File: src/rtl/mem_arbiter.sv
// -----------------------------------------------------------------------------
// mem_arbiter
//
// Shares the single RAM port between the instruction cache (read-only) and the
// data cache (read/write). The data cache wins by default; a streak counter
// forces the instruction cache in after DSTREAK_MAX back-to-back data grants
// while an instruction request is waiting.
//
// Ports
//   CLK, RST            clock; synchronous active-high reset
//   iREN, iaddr         icache read request and address
//   iwait, iload        icache handshake (low one cycle on completion) and data
//   dREN, dWEN          dcache read / write request (write wins)
//   daddr, dstore       dcache address and write data
//   dwait, dload        dcache handshake (low one cycle on completion) and data
//   ramREN, ramWEN      RAM read / write enables (never both high)
//   ramaddr, ramstore   RAM address and write data
//   ramload, ramstate   RAM read data and status (FREE/BUSY/ACCESS/ERROR)
//   gnt_i, gnt_d        current grant holder, for debug and coverage
// -----------------------------------------------------------------------------
module mem_arbiter #(
  parameter int unsigned DSTREAK_MAX = 4,
  parameter int unsigned ADDR_W      = 32,
  parameter int unsigned DATA_W      = 32
) (
  input  logic              CLK,
  input  logic              RST,
  input  logic              iREN,
  input  logic [ADDR_W-1:0] iaddr,
  output logic              iwait,
  output logic [DATA_W-1:0] iload,
  input  logic              dREN,
  input  logic              dWEN,
  input  logic [ADDR_W-1:0] daddr,
  input  logic [DATA_W-1:0] dstore,
  output logic              dwait,
  output logic [DATA_W-1:0] dload,
  output logic              ramREN,
  output logic              ramWEN,
  output logic [ADDR_W-1:0] ramaddr,
  output logic [DATA_W-1:0] ramstore,
  input  logic [DATA_W-1:0] ramload,
  input  logic [1:0]        ramstate,
  output logic              gnt_i,
  output logic              gnt_d
);

  typedef enum logic [1:0] {
    IDLE = 2'd0,
    IGNT = 2'd1,
    DGNT = 2'd2
  } state_t;

  localparam logic [1:0] RAM_ACCESS = 2'd2;
  localparam logic [3:0] STREAK_MAX = 4'(DSTREAK_MAX);

  state_t     state_q, state_d;
  logic [3:0] streak_q, streak_d;

  logic dreq, ireq, access;

  assign dreq   = dREN | dWEN;
  assign ireq   = iREN;
  assign access = (ramstate == RAM_ACCESS);

  assign gnt_i = (state_q == IGNT);
  assign gnt_d = (state_q == DGNT);

  // The RAM side follows the grant combinationally so that address changes
  // reach the RAM in the same cycle. Completion pulses are suppressed while
  // RST is high: the access is being torn down at this edge and the
  // requester must not see it as finished.
  always_comb begin
    // NOTE: every output and next-state signal gets a default before the case
    // statement, so no path through it can leave a signal unassigned and
    // infer a latch.
    state_d  = state_q;
    streak_d = streak_q;
    iwait    = 1'b1;
    dwait    = 1'b1;
    iload    = '0;
    dload    = '0;
    ramREN   = 1'b0;
    ramWEN   = 1'b0;
    ramaddr  = '0;
    ramstore = '0;

    case (state_q)
      IDLE: begin
        // Data priority, except when the instruction side has been passed
        // over DSTREAK_MAX times in a row.
        if (dreq && ireq && streak_q == STREAK_MAX) state_d = IGNT;
        else if (dreq)                              state_d = DGNT;
        else if (ireq)                              state_d = IGNT;
      end

      DGNT: begin
        ramaddr = daddr;
        if (dWEN) begin
          ramWEN   = 1'b1;
          ramstore = dstore;
        end else begin
          ramREN = 1'b1;
        end

        if (!dreq) begin
          state_d = IDLE;                    // aborted, streak untouched
        end else if (access) begin
          state_d = IDLE;
          if (!RST) begin
            dwait = 1'b0;
            dload = dWEN ? '0 : ramload;
          end
          if (iREN) streak_d = (streak_q == STREAK_MAX) ? STREAK_MAX : streak_q + 4'd1;
          else      streak_d = 4'd0;
        end
      end

      IGNT: begin
        ramREN  = 1'b1;
        ramaddr = iaddr;

        if (!iREN) begin
          state_d = IDLE;
        end else if (access) begin
          state_d  = IDLE;
          streak_d = 4'd0;
          if (!RST) begin
            iwait = 1'b0;
            iload = ramload;
          end
        end
      end

      default: state_d = IDLE;
    endcase
  end

  // NOTE: state registers use non-blocking assignments so every flop samples
  // the values from before the edge, independent of statement order.
  always_ff @(posedge CLK) begin
    if (RST) begin
      state_q  <= IDLE;
      streak_q <= 4'd0;
    end else begin
      state_q  <= state_d;
      streak_q <= streak_d;
    end
  end

endmodule
File: config.mk
export PLATFORM = sky130hd
export DESIGN_NAME = mem_arbiter
export DESIGN_NICKNAME = d
export VERILOG_FILES = /design/src/rtl/mem_arbiter.sv
export SDC_FILE = /design/constraint.sdc
export NUM_CORES = 1
export LEC_CHECK = 0
export CAP_MARGIN = 20
export CORE_AREA = 3 3 102 104
export CTS_CLUSTER_DIAMETER = 100
export DETAILED_ROUTE_END_ITERATION = 8
export DIE_AREA = 0 0 105 107
export PLACE_DENSITY = 0.66
export SYNTH_ARGS = -nofsm -noshare
export SYNTH_HDL_FRONTEND = slang
export SYNTH_SLANG_ARGS = --single-unit
File: constraint.sdc
create_clock -name CLK -period 3 [get_ports CLK]
set_input_delay 0.45 -clock CLK [delete_from_list [all_inputs] [get_ports CLK]]
set_output_delay 0.45 -clock CLK [all_outputs]
set_load 0.005 [all_outputs]
Word level (Yosys, flattened, before mapping)

Cells that the tools add are included.

Add/subtract/negate cells: 1
Equal/unequal tests: 9
Multiplexer cells: 36
Bitwise gates (word level): 1
Reduce and logical (&&, ||, !) cells: 5

Operator list:

| operator                                                                 | count |
|---|---|
| 32-bit two-way mux                                                       | 11 |
| 32-bit case mux with 2 select lines                                      | 1 |
| 4-bit two-way mux                                                        | 6 |
| 2-bit two-way mux                                                        | 6 |
| 1-bit two-way mux                                                        | 9 |
| 4-bit case mux with 2 select lines                                       | 1 |
| 2-bit by 1-bit inequality test with 1-bit output (second input constant) | 3 |
| 2-bit case mux with 3 select lines                                       | 1 |
| 5-bit AND reduction                                                      | 1 |
| 4-bit by 1-bit adder with 4-bit output (second input constant)           | 1 |
| 2-bit == test (second input constant)                                    | 2 |
| 4-bit by 3-bit == test with 1-bit output (second input constant)         | 1 |
| 4-bit inequality test (second input constant)                            | 1 |
| 2-bit by 1-bit == test with 1-bit output (second input constant)         | 1 |
| 1-bit logical AND                                                        | 2 |
| 2-bit zero test                                                          | 1 |
| 2-bit inequality test (second input constant)                            | 1 |
| 1-bit case mux with 2 select lines                                       | 1 |
| 2-bit nonzero test                                                       | 1 |
| 1-bit bitwise OR                                                         | 1 |

Register bits after elaboration: 6
Input port bits: 135
Output and inout port bits: 134

Longest topological paths before layout

Depth after elaboration: 6
Depth in mapped cells: 7

Worst setup path after synthesis

No wires, ideal clock.

Path kind: register to output
From: register state_q[0]
To: output port dload[10]
Arrival: 1.475 ns
Slack: 1.075 ns
Stages on the path, launching flop included: 8
Cell sequence: dfxtp_1 -> inv_1 -> ha_1 -> buf_2 -> nand2_1 -> nor4b_2 -> clkbuf_2 -> and2_1

Cells in the longest elaborated chain, start to end: 2

Ends and longest elaborated chain:

| item                     | RTL line | source |
|---|---|---|
| start: declaration       | 57       | `state_t state_q, state_d;` |
| start signal: assignment | 146      | `state_q <= state_d;` |
| 2-bit == test            | -        |  |
| net gnt_d                | 45       | `output logic gnt_d` |
| 32-bit two-way mux       | 88       | `case (state_q)` |
| end: declaration         | 37       | `output logic [DATA_W-1:0] dload,` |

The timed path passes the listed nets, and every way through them passes these cells.

Worst setup path in the final report

From: input port ramstate[1]
To: output port dload[12]

Cells in the longest elaborated chain, start to end: 4

Ends and longest elaborated chain:

| item               | RTL line | source |
|---|---|---|
| start: declaration | 43       | `input logic [1:0] ramstate,` |
| 2-bit == test      | 64       | `assign access = (ramstate == RAM_ACCESS);` |
| 32-bit two-way mux | 108      | `end else if (access) begin` |
| 32-bit two-way mux | 106      | `if (!dreq) begin` |
| 32-bit two-way mux | 88       |  |

No other way between the ends.

==> results.txt <==
- Run status: completed
* WP buf/inv: 3
- The internal portion of the total power is 510 uW.
* Proportion of power drawn by flip-flops and latches: 11.9%
- TritonCTS built the clock tree.
- Net switching is 30.0% of the power.
- Routed len/inst: 15.1 microns
- Ratio of routed vias to standard cells: 4.27
- Via count of the routed design: 2725
* Vias in the first global route: 2815
* Standard cell core area: ~9600 sq um
* Total of buffers placed on input and output ports: 268
* X dimension of the die: 105 microns
- Setup slack on the worst reg-to-reg path comes out at 1.07 ns.
- Source of the worst register-to-register timing path: state_q[1]$_SDFFE_PP0P_
* Critical path cell sequence: clkdlybuf4s50_1 > nor2b_4 > nand2_1 > nor4b_4 > buf_12 > and2_1 > clkdlybuf4s50_1
- Reported net switching power: between 200 and 250 uW
- Count of max-cap constraint violations: 0
- Post-DP HPWL: roughly 8.1 mm
- Crit path max fanout: 32
- Worst-path clk slew: 0.04 ns
* RSZ-0062 raised after global routing: no
* Setup-failing EPs final: 0
- The synthesized netlist occupies a cell area of 1680 sq um.
- Count of nets after finishing: ~650
- Counting stages on the worst path, the most repeated cell is sky130_fd_sc_hd__clkdlybuf4s50_1.
- Startpoint of the worst hold path: streak_q[3]$_SDFFE_PP0P_
* Total power of the final layout: between 700 and 800 uW
* Count of yosys warnings during synthesis: 0
* Max Clock Freq: approximately 350 MHz
- The analysis attributes to cell leakage a power of 0.00174 uW.
- Class of the worst hold path: flop to flop
* WL final: 9.66 mm
- Gates resized during post-CTS repair numbered 0.
- Arrival time at the worst endpoint: 2.41 ns
* Sink Count: 6
- At the placement stage, the worst setup path has a slack of 0.154 ns.
- For this design the top-level I/O count stands at between 200 and 300.
- Dividing total power by cell area gives a power density of approximately 160 nW/um^2.
- STA classifies the critical path endpoint as an output pin.
- Count of unresolved DRC violations after routing: 0
- Setup TNS: 0 ns
- Measured along the y axis, the die boundary spans 107 microns.
* Max clock buf depth: 2
- Highest-delay cell along the critical path: sky130_fd_sc_hd__clkdlybuf4s50_1
- Total nets after synthesis: 390
* Die Area: about 11000 sq um
- Routability-driven placement finished with a final weighted congestion of 0.788.
* Hold-critical path depth: 2
- Iteration-0 DRC Markers: a little over 90
- Counting flops and latches in the post-synthesis netlist gives 6.
- Clock power frac: between 15 and 20%
- Among cell families on the critical path, the largest total delay comes from buffers and inverters.
- Worst Hold Path EP: streak_q[3]$_SDFFE_PP0P_
- Yosys attributes the largest share of cell area to sky130_fd_sc_hd__and2_1 24%, sky130_fd_sc_hd__a22oi_1 14%, sky130_fd_sc_hd__nor2b_1 12%.
- Mean instance size in the synthesized netlist: 6.76 sq um
- Kind of start point of the critical path: input port
* Shortest period the worst path allows: 2.86 ns
- The number of pins exceeding their max-slew limit in the final report was 0.
* Slew of the pin with the lowest slew margin: 0.498 ns
* Clock latency reported for the late side of the worst-skew pair: around 0.22 ns
- The detail route stage leaves a number of antenna-violating nets equal to 0.
- Initial core utilization: 17.5%
- Number of search-and-repair iterations in the first detailed-routing pass: 4
* Post-layout utilization of the core: 47.7%
- In the global route stage, overall resource usage came out at 15.8%.
- Summed over all layers, the global routing overflow is 0.
- Required arrival time at the worst endpoint: around 2.6 ns
- Relative to the synthesized area, the layout overhead comes to 173%.
* Yosys cell types: 38
* Num CTS Buffers: 3
- CTS built an H-tree with a depth of 1.
- Wire length of the first global-routing pass: between 10 and 15 mm
- Clock tree synthesis selected as its root buffer the cell sky130_fd_sc_hd__clkbuf_8.
- Headroom to the max-slew limit came out at 66.8%.
- Initial antenna violation count: 0
- Dividing the final minimum period by the clock period gives 95.3%.
- The number of hold-slack violations in the final timing report is 0.
- Endpoint of the worst-slack reg-to-reg timing path: streak_q[3]$_SDFFE_PP0P_
- Once routing completed, OpenROAD measured the worst setup slack at 0.141 ns.
- R2R depth: 7
* Number of rows in the core area: 36
- In this run, the combinational gates consume between 70% and 80% of the power.
- Share of synthesized flip-flops with an asynchronous set or reset: 0%
- Pin count of the biggest net entering global routing: 57
- The share of the Yosys chip area taken by registers is 7.14%.
- Worst setup path category: input port to output pin
- The clock arrives with about 0.0031 ns of skew.
- The number of setup buffers added after CTS is 0.
* Antenna diode count: 0
- Share of cells above drive strength 1: 4.36%
- On the worst path, the slowest cell contributes a delay of 0.53 ns.
- Counting every instance in the synthesized netlist gives 249.
* Leading register cell type out of synthesis: sky130_fd_sc_hd__dfxtp_1
- Top cell type by total area after synthesis: sky130_fd_sc_hd__and2_1
- EDFF count, synth: 0
- Area share of the largest cell type after synthesis: 24.2%
- Buffers inserted to repair hold after CTS numbered 0.
- Peak supply drop: 116 uV
==> worst register-to-register path, cell delays in order (launching register included) <==
cell and delay, ns:
sky130_fd_sc_hd__dfxtp_1 0.39, sky130_fd_sc_hd__inv_1 0.08, sky130_fd_sc_hd__ha_1 0.23, sky130_fd_sc_hd__buf_4 0.21, sky130_fd_sc_hd__nor3b_4 0.25, sky130_fd_sc_hd__nand4_1 0.14, sky130_fd_sc_hd__or4_1 0.49, sky130_fd_sc_hd__o21ai_1 0.08
==> worst max-delay path by stage <==
stage                            startpoint         to  slack (ns)  cells after the start
finish                          ramstate[1]  dload[12]        0.14                      7
global route                    ramstate[1]  dload[12]        0.03                      7
CTS                             ramstate[1]  dload[12]        0.13                      7
detailed placement              ramstate[1]  dload[12]        0.15                      7
global placement                ramstate[1]  dload[12]        0.16                      7
floorplan           state_q[0]$_SDFFE_PP0P_  dload[10]        1.08                      7
==> layout by cell type (no fill, tap or decap), drive strengths merged <==
cell           count
nand3b             1
nand2              7
o22ai              1
a41oi              1
clkbuf             3
buf               11
or4                1
clkdlybuf4s50    268
or3b               1
a22o               1
a21oi              2
nor3               1
nor4b              1
and3              32
dfxtp              6
o2bb2ai            1
nor2b             34
inv               10
nand4              2
a31oi              1
nand2b             2
o21a               1
o21ai              5
and4               1
a22oi             32
a2111oi            1
nor3b              2
a32o               1
or2                2
ha                 6
and2              65
nand3              2
==> area by class of cell <==
type	count	area [sq um]
Sequential cell	6	120
Fill cell	951	5050
Clock buffer	3	41.3
Timing Repair Buffer	279	2800
Multi-Input combinational cell	207	1430
Tap cell	133	166
Inverter	10	37.5
==> stage by stage <==
step	hold slack, ns	area (sq um)	std cells
3_3_place_gp	0.450	4550	635
5_1_grt	0.512	4590	638
2_1_floorplan	0.435	1680	249
6_report	0.472	4590	638
3_5_place_dp	0.465	4550	635
4_1_cts	0.468	4590	638
==> cell usage after synthesis, types with 3 or more instances <==
cell,n
sky130_fd_sc_hd__a22oi_1,32
sky130_fd_sc_hd__and2_1,65
sky130_fd_sc_hd__and3_1,32
sky130_fd_sc_hd__clkbuf_1,19
sky130_fd_sc_hd__clkbuf_2,3
sky130_fd_sc_hd__dfxtp_1,6
sky130_fd_sc_hd__ha_1,6
sky130_fd_sc_hd__inv_1,10
sky130_fd_sc_hd__nand2_1,7
sky130_fd_sc_hd__nor2b_1,33
sky130_fd_sc_hd__o21ai_0,3
==> power by group through the flow <==
stage / clock, uW / combinational (uW) / sequential, uW
after global routing: 130 / 561 / 87.8
after detailed placement: 0 / 521 / 88.6
after floorplan: 0 / 176 / 87.3
after CTS: 125 / 524 / 87.2
after global placement: 0 / 517 / 88.0
final: 123 / 519 / 87.0
==> cells by family after synthesis <==
logic type	after synthesis	share of synthesized area (%)
and+or+nand+nor	154	58.5
DFF	6	7.14
adders and majority gates	6	4.46
AOI/OAI and AO/OA	47	21.0
buffers and inverters	36	8.85
==> state kept, by name, summed over array words and instances (netlist names) <==
signal    cells
streak_q      4
state_q       2
==> layer usage <==
layer	part of all wire [%]	GRT usage, %	wire length, microns	vias to the layer above
li1	-	-	-	1369
met1	36	17.1	3520	1217
met2	52	29.7	5060	127
met3	9.8	5.60	944	12
met4	1.4	3.28	140	0
met5	0	0	0	-
No activity file was read; power rests on OpenSTA's default activity.
